$ cat src/rtl/mem_rr_arbiter_pkg.sv
// Shared types and defaults for the two-requester RAM arbiter.
package mem_rr_arbiter_pkg;

  localparam int DEF_AW = 4;
  localparam int DEF_DW = 8;

  typedef enum logic [1:0] {
    IDLE = 2'd0,
    OWN0 = 2'd1,
    OWN1 = 2'd2
  } arb_state_e;

  typedef logic rq_idx_t;

  function automatic arb_state_e own_state(input rq_idx_t idx);
    return idx ? OWN1 : OWN0;
  endfunction

endpackage

$ cat src/rtl/mem_rr_arbiter_rr_pick2.sv
// Combinational 2-way round-robin chooser; an owner excludes the other requester.
module rr_pick2
  import mem_rr_arbiter_pkg::*;
(
  input  logic [1:0] req_i,
  input  rq_idx_t    last_i,
  input  logic       owner_valid_i,
  input  rq_idx_t    owner_i,
  output logic [1:0] gnt_o
);

  always_comb begin
    gnt_o = 2'b00;
    if (owner_valid_i) begin
      gnt_o[owner_i] = req_i[owner_i];
    end else if (&req_i) begin
      gnt_o[~last_i] = 1'b1;
    end else begin
      gnt_o = req_i;
    end
  end

endmodule

$ cat src/rtl/mem_rr_arbiter.sv
// Round-robin arbiter with optional lock in front of a single-port sync-read RAM.
// Optional lock-starvation bound enabled by MEM_RR_ARBITER_STARVE_EN.
module mem_rr_arbiter
  import mem_rr_arbiter_pkg::*;
#(
  parameter int AW       = DEF_AW,
  parameter int DW       = DEF_DW,
  parameter int MAX_LOCK = 8
) (
  input  logic          clk,
  input  logic          rst,
  input  logic          r0_req,
  input  logic          r0_lock,
  input  logic          r0_we,
  input  logic [AW-1:0] r0_adr,
  input  logic [DW-1:0] r0_dat_w,
  output logic          r0_gnt,
  output logic          r0_rvalid,
  output logic [DW-1:0] r0_dat_r,
  input  logic          r1_req,
  input  logic          r1_lock,
  input  logic          r1_we,
  input  logic [AW-1:0] r1_adr,
  input  logic [DW-1:0] r1_dat_w,
  output logic          r1_gnt,
  output logic          r1_rvalid,
  output logic [DW-1:0] r1_dat_r,
  output logic [AW-1:0] mem_adr,
  output logic          mem_we,
  output logic [DW-1:0] mem_dat_w,
  input  logic [DW-1:0] mem_dat_r
);

  arb_state_e state_q, state_d;
  rq_idx_t    last_q, last_d;
  logic       rvalid_q, rvalid_d;
  rq_idx_t    rown_q, rown_d;

  logic [1:0] req, lock, gnt_raw, gnt;
  logic       owner_valid, xfer, sel_we;
  rq_idx_t    owner, win, sel;

  assign req         = {r1_req, r0_req};
  assign lock        = {r1_lock, r0_lock};
  assign owner_valid = (state_q != IDLE);
  assign owner       = (state_q == OWN1);

  rr_pick2 u_pick (
    .req_i         (req),
    .last_i        (last_q),
    .owner_valid_i (owner_valid),
    .owner_i       (owner),
    .gnt_o         (gnt_raw)
  );

  // Nothing is accepted while reset is asserted.
  assign gnt    = rst ? 2'b00 : gnt_raw;
  assign r0_gnt = gnt[0];
  assign r1_gnt = gnt[1];
  assign xfer   = |gnt;
  assign win    = gnt[1];

  // Idle cycles park the port on the last winner's inputs.
  assign sel       = xfer ? win : last_q;
  assign mem_adr   = sel ? r1_adr : r0_adr;
  assign mem_dat_w = sel ? r1_dat_w : r0_dat_w;
  assign sel_we    = sel ? r1_we : r0_we;
  assign mem_we    = xfer & sel_we;

  assign rvalid_d = xfer & ~sel_we;
  assign rown_d   = xfer ? win : rown_q;

  assign r0_rvalid = rvalid_q & ~rown_q & ~rst;
  assign r1_rvalid = rvalid_q &  rown_q & ~rst;
  assign r0_dat_r  = mem_dat_r;
  assign r1_dat_r  = mem_dat_r;

`ifdef MEM_RR_ARBITER_STARVE_EN
  localparam int CW = $clog2(MAX_LOCK + 1);
  logic [CW-1:0] cnt_q, cnt_d;
`endif

  always_comb begin
    state_d = state_q;
    last_d  = xfer ? win : last_q;
    unique case (state_q)
      IDLE:       if (xfer && lock[win]) state_d = own_state(win);
      OWN0, OWN1: if (!lock[owner])      state_d = IDLE;
      default:    state_d = IDLE;
    endcase
`ifdef MEM_RR_ARBITER_STARVE_EN
    cnt_d = '0;
    // Count only while the owner keeps its lock and the other side is waiting.
    if (owner_valid && lock[owner] && req[~owner]) begin
      cnt_d = cnt_q + 1'b1;
      if (cnt_d == CW'(MAX_LOCK)) begin
        state_d = IDLE;
        last_d  = owner;
        cnt_d   = '0;
      end
    end
`endif
  end

  always_ff @(posedge clk) begin
    if (rst) begin
      state_q  <= IDLE;
      last_q   <= 1'b1;
      rvalid_q <= 1'b0;
      rown_q   <= 1'b0;
`ifdef MEM_RR_ARBITER_STARVE_EN
      cnt_q    <= '0;
`endif
    end else begin
      state_q  <= state_d;
      last_q   <= last_d;
      rvalid_q <= rvalid_d;
      rown_q   <= rown_d;
`ifdef MEM_RR_ARBITER_STARVE_EN
      cnt_q    <= cnt_d;
`endif
    end
  end

endmodule

$ cat config.mk
export PLATFORM = sky130hd
export DESIGN_NAME = mem_rr_arbiter
export DESIGN_NICKNAME = d
export VERILOG_FILES = /design/src/rtl/mem_rr_arbiter_pkg.sv /design/src/rtl/mem_rr_arbiter_rr_pick2.sv /design/src/rtl/mem_rr_arbiter.sv
export SDC_FILE = /design/constraint.sdc
export NUM_CORES = 1
export LEC_CHECK = 0
export BUFFER_PORTS_ARGS = -buffer_cell sky130_fd_sc_hd__buf_2
export CAP_MARGIN = 20
export CORE_AREA = 2 2 48 50
export CTS_CLUSTER_SIZE = 25
export DETAILED_ROUTE_END_ITERATION = 8
export DIE_AREA = 0 0 50 52
export GPL_TIMING_DRIVEN = 0
export PLACE_DENSITY = 0.82
export SYNTH_ARGS = -nofsm -noshare
export SYNTH_HDL_FRONTEND = slang
export SYNTH_SLANG_ARGS = --single-unit
$ cat constraint.sdc
create_clock -name clk -period 2.1 [get_ports clk]
set_clock_uncertainty 0.15 [all_clocks]
set_input_delay 0.21 -clock clk [delete_from_list [all_inputs] [get_ports clk]]
set_output_delay 0.21 -clock clk [all_outputs]
set_load 0.02 [all_outputs]
==> metrics.md <==
| Metric | Value |
|---|---|
| FILL cells | `189` |
| DR pass1 iterations | `4` |
| CP Launch Type | `flop` |
| VDD IR max | `~270 uV` |
| Total power | `0.0007021 W` |
| Vias per cell | `4.676` |
| Final setup margin | `-0.03947 ns` |
| Die area | `2600 um2` |
| Initial Util | `0.3179` |
| FF-to-FF Start | `state_q[0]` |
| FP Rows | `17` |
| Routed len/inst | `approximately 13 um` |
| CTS clk-pin slew, worst paths | `0.05 ns` |
| Via count | `823` |
| Synth Warn # | `0` |
| Post-Syn Nets | `117` |
| Synthesized area | `669.4 um2` |
| Placed cell area | `1025 um2` |
| TNS Setup | `-0.3205 ns` |
| Antenna Nets Post-Route | `0` |
| Setup crit end kind | `output pin` |
| CTS Hold Bufs | `0` |
| CTS max path bufs | `2` |
| Failing checks | `negative setup slack` |
| Final design area excluding fillers | `1217 um2` |
| DRC Markers | `0` |
| Required @ worst endpoint | `about 1.7 ns` |
| Die height | `52 um` |
| Share of cells above drive strength 1 | `0.7770` |
| Clock tree from TritonCTS | `done` |
| First-pass GRT wire length | `3277 um` |
| Slew HR | `0.8069` |
| IO Count | `73` |
| Final slew viol count | `0` |
| Worst EP arrival | `around 1.8 ns` |
| Min-delay src | `r0_we` |
| Final hold violation count | `0` |
| FF-to-FF path depth | `7` |
| Dpl ws | `-0.05126 ns` |
| Placed Cells | `167` |
| RSZ-0062 raised after global routing | `yes` |
| Initial antenna violation count | `0` |
| DRT iter0 DRCs | `15` |
| RR Endpoint | `last_q` |
| Hpwl dp | `1673 um` |
| Final min period | `between 2 and 2.5 ns` |
| Skew-Pair Late Insertion Delay | `about 0.25 ns` |
| Cells after Synth | `75` |
| Worst Hold End | `rvalid_q` |
| Routability cong. | `0.7992` |
| Core footprint | `2106 um2` |
| Global route overflow | `0` |
| MaxCap Viol Count | `0` |
| Tot GR Track Use | `0.1697` |
| Worst Tran Pin Value | `~0.29 ns` |
| Critical Path Fanout Max | `5` |
| Input/output buffers | `64` |
| Fmax | `467.4 MHz` |
| N_diodes | `0` |
| Register area share after synthesis | `0.1495` |
| Status | `finished with violations` |
| Worst Setup Path Type | `flop to output pin` |
| Root buffer cell | `clkbuf_4` |
| Layout Cells excl Fill | `176` |
| DRT Wirelength | `2310 um` |
| LEAKAGE | `0.6745 nW` |
| Worst reg-to-reg setup slack | `0.54 ns` |
| Vias in the first global route | `about 810` |
| Final #Nets | `191` |
| Clk sinks | `5` |
| Yosys reg bits | `5` |
| Mean post-synth cell area | `8.925 um2` |
| Cell variety after synth | `28` |
| H-tree levels | `1` |
| Maximum number of pins on one net before global-route repair | `8` |
| Hold path cells | `2` |
| Power Dens Cells | `576.7 nW/um2` |
| Die W | `50 um` |
| Syn-to-layout area delta | `81.87%` |
| Number of setup violations in the final report | `12` |
| Hold WC Path Type | `input pin to flop` |
| CTS Buf Count | `3` |
| Final cycle utilization of the critical path | `1.019` |
[cell usage after synthesis (all sizes together)]
cell type  number  area (um2)
o21a            1       7.510
nand2b          1       6.260
nor2b           5       33.78
a211oi          1       7.510
inv             5       18.77
nor2            2       7.510
o21ai           2       10.01
nand2           5       18.77
mux2i           2       20.02
ha              2       25.02
a31oi           1       6.260
a31o            1       8.760
a22o            1       8.760
and3            1       6.260
o221a           1       20.02
a21oi           1       5.000
o211a           1       10.01
mux2           12       168.9
o22ai           1       6.260
dfxtp           5       100.1
nor3b           1       7.510
buf            17       131.4
nand3           4       20.02
o32ai           1       8.760
or2             1       6.260
[layout by cell type (no fill, tap or decap), types with 2 or more instances in the layout]
cell / Yosys / routed
inv_2: 0 / 2
o21ai_0: 2 / 2
buf_2: 0 / 52
dfxtp_2: 0 / 3
buf_6: 1 / 15
mux2_2: 3 / 2
buf_4: 16 / 19
mux2_4: 9 / 10
nand3_1: 4 / 3
nand2_1: 5 / 5
clkbuf_4: 0 / 3
dfxtp_1: 5 / 2
inv_1: 5 / 3
nor2b_1: 4 / 3
mux2i_1: 2 / 2
[what timing repair did]
| item | 4_1_cts | 5_1_grt |
|---|---|---|
| resized for setup | 34 | 10 |
| setup buffers | 5 | 1 |
| pin swaps | 2 | 2 |
| cloned | 1 | 0 |
| endpoints found under the setup margin | 12 | 12 |
[kinds of logic after synthesis]
kind of cell | after synthesis | share of synthesized area
buffers and inverters | 22 | 0.2243
and+or+nand+nor | 20 | 0.1589
muxes | 14 | 0.2822
AOI/OAI and AO/OA | 12 | 0.1477
DFF | 5 | 0.1495
adders and majority gates | 2 | 0.03738
[power breakdown]
part	leakage, nW	internal, W	switching [W]
Sequential	0.0418	0.000107	0.0000126
Clock	0.0150	0.0000721	0.0000445
Combinational	0.618	0.000258	0.000208
Total	0.675	0.000437	0.000265
[registers in the layout (all words and copies together) (netlist names)]
| signal | cells |
|---|---|
| state_q | 2 |
| last_q | 1 |
| rown_q | 1 |
| rvalid_q | 1 |
[area by class of cell]
class                      instances  area, um2  share of cell area
sequential                         5      103.9             0.08530
clock buffer                       4      26.28             0.02158
inverter                           5      18.77             0.01542
multi-input combinational         48      461.7              0.3792
timing repair buffer              70      451.7              0.3710
buffer                            16      120.1             0.09866
tap                               28      35.03             0.02878
[critical path, stage by stage, from the launching register on]
cell and delay, ns:
dfxtp_2 0.32, inv_2 0.05, ha_4 0.17, nor2b_4 0.13
nand3_2 0.07, o221a_4 0.20, buf_6 0.14, mux2_4 0.31
buf_6 0.13
[through the flow]
stage / util / hold slack, ns
3_5_place_dp: 0.4866 / 0.2707
3_3_place_gp: 0.4866 / 0.2659
6_report: 0.5781 / 0.01698
2_1_floorplan: - / 0.1543
5_1_grt: 0.5781 / 0.01855
4_1_cts: 0.5793 / 0.01622
[worst max path at each step]
stage / end / slack [ns] / from
after CTS: mem_dat_w[7] / -0.10 / state_q[1]
final: mem_adr[3] / -0.04 / state_q[0]
after global routing: mem_adr[3] / -0.10 / state_q[1]
after global placement: mem_dat_w[5] / -0.01 / state_q[0]
after detailed placement: mem_dat_w[5] / -0.05 / state_q[0]
after floorplan: mem_adr[0] / 0.19 / state_q[0]
[metal layers]
layer / GRT usage / vias to the layer above / share of wire
met2: 0.3399 / 55 / 0.55
met5: 0 / - / 0
met1: 0.1285 / 362 / 0.30
li1: - / 396 / -
met4: 0.09259 / 0 / 0.035
met3: 0.08333 / 10 / 0.11
(Power assumes the default switching activity.)
